$ cat config.mk
export PLATFORM = sky130hd
export DESIGN_NAME = mul_seq_ctrl
export DESIGN_NICKNAME = d
export VERILOG_FILES = /design/src/rtl/mul_seq_ctrl_pkg.sv /design/src/rtl/mul_seq_ctrl_rca.sv /design/src/rtl/mul_seq_ctrl.sv
export SDC_FILE = /design/constraint.sdc
export NUM_CORES = 1
export LEC_CHECK = 0
export ABC_CLOCK_PERIOD_IN_PS = 40600
export BUFFER_PORTS_ARGS = -buffer_cell sky130_fd_sc_hd__buf_2
export CORE_UTILIZATION = 55
export DETAILED_ROUTE_END_ITERATION = 16
export GPL_TIMING_DRIVEN = 0
export PLACE_DENSITY = 0.84
export SLEW_MARGIN = 20
export SYNTH_ARGS = -nofsm -noshare
export SYNTH_HDL_FRONTEND = slang
export SYNTH_SLANG_ARGS = --single-unit
$ cat constraint.sdc
create_clock -name clk -period 40.6 [get_ports clk]
set_input_delay 0 -clock clk [delete_from_list [all_inputs] [get_ports clk]]
set_output_delay 0 -clock clk [all_outputs]
set_load 0.02 [all_outputs]
$ cat src/rtl/mul_seq_ctrl_pkg.sv
// ----------------------------------------------------------------------------
// mul_seq_ctrl_pkg
//   Shared definitions for the sequential RV32M multiplier controller:
//   funct3 encodings, the controller state enum, the default data width,
//   and helpers that say which operands are treated as signed.
// ----------------------------------------------------------------------------
package mul_seq_ctrl_pkg;

   localparam int XLEN_DEF = 32;

   localparam logic [2:0] MUL_F3    = 3'b000;
   localparam logic [2:0] MULH_F3   = 3'b001;
   localparam logic [2:0] MULHSU_F3 = 3'b010;
   localparam logic [2:0] MULHU_F3  = 3'b011;

   typedef enum logic [2:0] {
      IDLE   = 3'd0,
      CALC   = 3'd1,
      NEG_LO = 3'd2,
      NEG_HI = 3'd3,
      DONE   = 3'd4
   } state_t;

   // rs1 is signed for MULH and MULHSU; any 1xx code behaves as MULHU.
   function automatic logic rs1_is_signed(input logic [2:0] f3);
      return (f3 == MULH_F3) || (f3 == MULHSU_F3);
   endfunction

   // rs2 is signed for MULH only.
   function automatic logic rs2_is_signed(input logic [2:0] f3);
      return (f3 == MULH_F3);
   endfunction

endpackage

$ cat src/rtl/mul_seq_ctrl_rca.sv
// ----------------------------------------------------------------------------
// NbitRCA
//   Plain N-bit ripple-carry adder: o_sum = i_a + i_b + i_cin.
//   Ports:
//     i_a, i_b  [N-1:0]  addends
//     i_cin              carry in
//     o_sum     [N-1:0]  sum
//     o_cout             carry out of the top bit
// ----------------------------------------------------------------------------
module NbitRCA #(
   parameter int N = 32
) (
   input  logic [N-1:0] i_a,
   input  logic [N-1:0] i_b,
   input  logic         i_cin,
   output logic [N-1:0] o_sum,
   output logic         o_cout
);

   logic [N:0] w_c;

   assign w_c[0] = i_cin;

   for (genvar gi = 0; gi < N; gi++) begin : g_bit
      assign o_sum[gi]  = i_a[gi] ^ i_b[gi] ^ w_c[gi];
      assign w_c[gi+1]  = (i_a[gi] & i_b[gi]) | (w_c[gi] & (i_a[gi] ^ i_b[gi]));
   end

   assign o_cout = w_c[N];

endmodule

$ cat src/rtl/mul_seq_ctrl.sv
// ----------------------------------------------------------------------------
// mul_seq_ctrl
//   Shift-add multiplier controller for MUL/MULH/MULHSU/MULHU. Operands are
//   reduced to magnitudes on accept, multiplied over XLEN iterations with one
//   shared adder, and the 2*XLEN-bit product is negated in two extra cycles
//   when exactly one signed operand was negative.
//   Ports:
//     clk, rst_n         clock, asynchronous active-low reset
//     start              request, accepted only while busy=0 (IDLE or DONE)
//     funct3 [2:0]       operation select (1xx behaves as MULHU)
//     rs1, rs2 [XLEN]    operands, sampled on the accept cycle only
//     busy               operation in progress (CALC/NEG_LO/NEG_HI)
//     done               one-cycle pulse while result becomes valid
//     result [XLEN]      low (MUL) or high word of the product; held until
//                        the next completed operation
//   Handshake: start is a level request qualified by busy=0; there is no
//   back-pressure on done, the core samples result on the done cycle.
// ----------------------------------------------------------------------------
module mul_seq_ctrl
   import mul_seq_ctrl_pkg::*;
#(
   parameter int XLEN  = XLEN_DEF,
   parameter int CNT_W = $clog2(XLEN) + 1
) (
   input  logic            clk,
   input  logic            rst_n,
   input  logic            start,
   input  logic [2:0]      funct3,
   input  logic [XLEN-1:0] rs1,
   input  logic [XLEN-1:0] rs2,
   output logic            busy,
   output logic            done,
   output logic [XLEN-1:0] result
);

   state_t            r_state;
   state_t            w_state_nxt;
   logic [XLEN-1:0]   r_mcand;
   logic [XLEN-1:0]   r_hi;
   logic [XLEN-1:0]   r_lo;
   logic [XLEN-1:0]   r_result;
   logic [CNT_W-1:0]  r_cnt;
   logic              r_neg;
   logic              r_sel_hi;
   logic              r_c;

   logic              w_accept;
   logic              w_last_iter;
   logic              w_rs1_neg;
   logic              w_rs2_neg;
   logic [XLEN-1:0]   w_rs1_twos;
   logic [XLEN-1:0]   w_rs2_twos;
   logic [XLEN-1:0]   w_rs1_mag;
   logic [XLEN-1:0]   w_rs2_mag;

   logic [XLEN-1:0]   w_add_a;
   logic [XLEN-1:0]   w_add_b;
   logic              w_add_cin;
   logic [XLEN-1:0]   w_sum;
   logic              w_cout;
   logic [XLEN-1:0]   w_hi_nxt;
   logic [XLEN-1:0]   w_lo_nxt;

   assign w_accept    = start && ((r_state == IDLE) || (r_state == DONE));
   assign w_last_iter = (r_cnt == CNT_W'(XLEN - 1));

   // Only operands declared signed by funct3 contribute a sign.
   assign w_rs1_neg = rs1_is_signed(funct3) && rs1[XLEN-1];
   assign w_rs2_neg = rs2_is_signed(funct3) && rs2[XLEN-1];

   // Two's-complement negation (~x + 1) for the operand magnitudes. The most
   // negative value maps onto itself, which is its correct unsigned magnitude.
   NbitRCA #(.N(XLEN)) u_abs_rs1 (
      .i_a    (~rs1),
      .i_b    ('0),
      .i_cin  (1'b1),
      .o_sum  (w_rs1_twos),
      .o_cout ()
   );

   NbitRCA #(.N(XLEN)) u_abs_rs2 (
      .i_a    (~rs2),
      .i_b    ('0),
      .i_cin  (1'b1),
      .o_sum  (w_rs2_twos),
      .o_cout ()
   );

   assign w_rs1_mag = w_rs1_neg ? w_rs1_twos : rs1;
   assign w_rs2_mag = w_rs2_neg ? w_rs2_twos : rs2;

   // Shared adder operand mux. NEG_LO/NEG_HI form ~{hi,lo} + 1 as two
   // XLEN-bit halves, chaining the carry through r_c.
   always_comb begin
      w_add_a   = '0;
      w_add_b   = '0;
      w_add_cin = 1'b0;
      case (r_state)
         CALC: begin
            w_add_a = r_hi;
            w_add_b = r_lo[0] ? r_mcand : '0;
         end
         NEG_LO: begin
            w_add_a   = ~r_lo;
            w_add_cin = 1'b1;
         end
         NEG_HI: begin
            w_add_a   = ~r_hi;
            w_add_cin = r_c;
         end
         default: ;
      endcase
   end

   NbitRCA #(.N(XLEN)) u_add (
      .i_a    (w_add_a),
      .i_b    (w_add_b),
      .i_cin  (w_add_cin),
      .o_sum  (w_sum),
      .o_cout (w_cout)
   );

   // Next product halves. In CALC the carry-extended partial sum shifts right
   // by one into {hi,lo}, consuming the multiplier bit just used from lo[0].
   always_comb begin
      w_hi_nxt = r_hi;
      w_lo_nxt = r_lo;
      case (r_state)
         CALC: begin
            w_hi_nxt = {w_cout, w_sum[XLEN-1:1]};
            w_lo_nxt = {w_sum[0], r_lo[XLEN-1:1]};
         end
         NEG_LO:  w_lo_nxt = w_sum;
         NEG_HI:  w_hi_nxt = w_sum;
         default: ;
      endcase
   end

   always_comb begin
      w_state_nxt = r_state;
      case (r_state)
         IDLE:    if (w_accept) w_state_nxt = CALC;
         CALC:    if (w_last_iter) w_state_nxt = r_neg ? NEG_LO : DONE;
         NEG_LO:  w_state_nxt = NEG_HI;
         NEG_HI:  w_state_nxt = DONE;
         DONE:    w_state_nxt = w_accept ? CALC : IDLE;
         default: w_state_nxt = IDLE;
      endcase
   end

   always_ff @(posedge clk or negedge rst_n) begin
      if (!rst_n) begin
         r_state  <= IDLE;
         r_mcand  <= '0;
         r_hi     <= '0;
         r_lo     <= '0;
         r_result <= '0;
         r_cnt    <= '0;
         r_neg    <= 1'b0;
         r_sel_hi <= 1'b0;
         r_c      <= 1'b0;
      end else begin
         r_state <= w_state_nxt;
         if (w_accept) begin
            r_mcand  <= w_rs1_mag;
            r_lo     <= w_rs2_mag;
            r_hi     <= '0;
            r_cnt    <= '0;
            r_neg    <= w_rs1_neg ^ w_rs2_neg;
            r_sel_hi <= (funct3 != MUL_F3);
         end else begin
            r_hi <= w_hi_nxt;
            r_lo <= w_lo_nxt;
            if (r_state == CALC) r_cnt <= r_cnt + 1'b1;
            if (r_state == NEG_LO) r_c <= w_cout;
         end
         // Capture from the values being written this same edge so the word
         // is final on the done cycle.
         if ((w_state_nxt == DONE) && (r_state != DONE)) begin
            r_result <= r_sel_hi ? w_hi_nxt : w_lo_nxt;
         end
      end
   end

   assign busy   = (r_state == CALC) || (r_state == NEG_LO) || (r_state == NEG_HI);
   assign done   = (r_state == DONE);
   assign result = r_result;

endmodule
==> metrics.cfg <==
[routing]
via_count = 8791
post-route-drc-count = 0
firstDrtPassIters = 7
avgViaCountPerCell = 5.95
drt_iter0_drc = 1001
antenna_left = 0
wl_per_cell_um = 18.4
wl_um = 27200

[flow_run]
drv_cap = 0

[floorplan]
die-area_um2 = 18500
boundaryPins = 104
rows = 48
coreArea_um2 = 17400
die_w_um = 136
die_h_um = 136
initial_utilization_pct = 56.7

[synth]
syn_area_per_cell_um2 = 9.43
syn-num-nets = 1210
yosys_register_bits = 140
ys_seq_area_share_pct = 35.5
synth.distinct_cells = 46
async_reset_ff_share_pct = 100
ys.flop_type = dfrtp_1
yosysWarnings = 0
synth_edf_count = 0
syn_inst = 1047
syn-cell-area_um2 = 9870

[timing]
worstMarginPinSlew_ps = 673
period_minus_slack_ps = 17050
rsz0062_at_grt = false
finalCritPeriodShare_pct = 42.0
skew_ps = 7.43
tns_ps = 0
hold_viol = 0
relSlewSlack_pct = 55.1
drv_slew = 0
max_freq_mhz = 58.7
setup_viol = 0

[cells_and_area]
antenna_cells = 0
stdcell_area_um2 = 12000
areaGrowthSynthToFinish_pct = 21.5
post-route-util_pct = 68.9
final_common_cell = nand2_1
multiInputGateArea_um2 = 5720
nFillCells = 1296
ff_latch_area_um2 = 3500
layout_common_cells = nand2_1 (151), dfrtp_1 (140), buf_2 (134), nor2_1 (76), a21oi_1 (72)
layout-drive-gt1-share_pct = 19.6
fin_nets = 1402

[cts]
cts_setup_buffers = 0
ctsResizeCount = 0
htree_levels = 4
cts_buffers = 17
cts_tree = done
insertion_delay_ps = 430
root_buffer = clkbuf_16
clk_pin_slew_ps = 60
cts_sinks = 140
clock_path_buffers = 2

[power]
vdd_drop_max_mv = 0.0388
p_per_area_nw_per_um2 = 68.3
leakage_nw = 5.81

[worst_hold_path]
worstHoldStart = funct3[1]
hold_end = r_mcand[31]
hp-class = input pin to flip-flop
hold_path_depth = 5

[setup_path]
cp_slowest_stage_delay_ps = 550
crit_arrival_ps = 17390
critPathSlowestCell = fa_1
crit_top_cell = fa_1
r2r.worst_path.cells = 41
r2r_end = r_lo[31]
worst_setup_path_end_kind = flip-flop
r2r-start = r_state[0]
cp-start-kind = flip-flop
path_max_fanout = 10
path_class = flip-flop to flip-flop
required_ps = 40950
r2r_setup_slack_ps = 23550

[placed_design]
routabilityCongestion = 0.915
place_area_um2 = 10700
port_buffers = 103
hpwl_um = 19300

[status]
status = finished clean

[grt]
grt_pass1_vias = 8643
gr-total-overflow = 0
grt_pass1_wl_um = 43900
antenna_found_initial = 0
grt_max_degree = 74
track_usage_pct = 31.0

## through the flow
stage / total power [W] / setup WS [ps] / cells / hold slack, ps
after global routing: 0.000878 / 22960 / 1477 / 60.0
after detailed placement: 0.000639 / 23590 / 1376 / 6.83
after global placement: 0.000625 / 23650 / 1375 / 263
after CTS: 0.000809 / 23550 / 1477 / 0.388
final: 0.000819 / 23550 / 1477 / 13.6
after floorplan: 0.000533 / 24620 / 1047 / -296
## logic make-up (layout without fill, tap and decap cells)
group                    count (synthesis)  count (layout)  share of synthesized area [%]
AO/OA/AOI/OAI                          213             213                           14.3
flip-flops                             140             140                           35.5
AND/OR/NAND/NOR                        287             287                           12.7
adder cells (fa/ha/maj)                 93              93                           14.2
multiplexers                           123             123                           13.3
XOR/XNOR                                39              39                           3.46
buffers and inverters                  152             357                           6.53
## what timing repair did
action	4_1_cts	5_1_grt
endpoints found under the hold margin	138	0
setup endpoints to repair	0	0
hold buffers	69	0
## Yosys cell counts (9+ instances only)
| cell | number | area (um2) |
|---|---|---|
| xor2_1 | 36 | 315 |
| mux2_2 | 62 | 698 |
| mux2i_1 | 61 | 611 |
| and3_1 | 35 | 219 |
| a21oi_1 | 72 | 360 |
| buf_1 | 9 | 33.8 |
| o22ai_1 | 34 | 213 |
| a221oi_1 | 27 | 236 |
| buf_2 | 32 | 160 |
| dfrtp_1 | 140 | 3500 |
| inv_1 | 69 | 259 |
| nand2_1 | 151 | 567 |
| fa_1 | 32 | 641 |
| buf_4 | 9 | 67.6 |
| nor2_1 | 76 | 285 |
| o21ai_0 | 36 | 180 |
| clkbuf_1 | 32 | 120 |
| a221o_1 | 31 | 310 |
| ha_1 | 61 | 763 |
## final cells by class
cell class / instances / share of cell area [%]
multi-input cells: 755 / 47.7
clock buffers: 22 / 4.04
clock inverters: 10 / 0.949
well taps: 225 / 2.35
flip-flops and latches: 140 / 29.2
inverters: 70 / 2.19
repair buffers: 173 / 10.4
plain buffers: 82 / 3.18
## where the power goes
part           total, W  switching, W  internal [W]  leakage (nW)
sequential     0.000233     0.0000418      0.000191          1.68
combinational  0.000429      0.000245      0.000184          3.85
clock          0.000158     0.0000610     0.0000966         0.284
total          0.000819      0.000348      0.000471          5.81
## how the worst max path moves through the flow
stage | from | to | slack [ps] | cells after the start
final | r_state[0] | r_lo[31] | 23550 | 41
after global routing | r_state[0] | r_lo[31] | 22960 | 41
after CTS | r_state[0] | result[31] | 23550 | 41
after detailed placement | r_state[0] | result[31] | 23590 | 41
after global placement | r_state[0] | result[31] | 23650 | 41
after floorplan | r_state[0] | result[31] | 24620 | 41
## metal layers
metal	global-route usage, %	vias to the layer above	wire (um)
li1	-	4039	-
met5	0	-	0
met3	7.23	67	2320
met1	40.3	4251	11400
met2	49.7	434	12700
met4	13.1	0	796
## state kept, by name, summed over array words and instances, names as in the netlist
signal	cells
r_neg	1
r_hi	32
r_state	3
r_c	1
r_sel_hi	1
r_lo	32
r_mcand	32
r_cnt	6
result	32
## critical path: cells and delay by family (launching register included)
family | cells | cell delay [ps]
simple gates | 3 | 710
fa+ha+maj | 32 | 14230
compound gates | 2 | 290
buf+inv | 4 | 1240
flops | 1 | 460
Power figures use the tool's default switching activity.
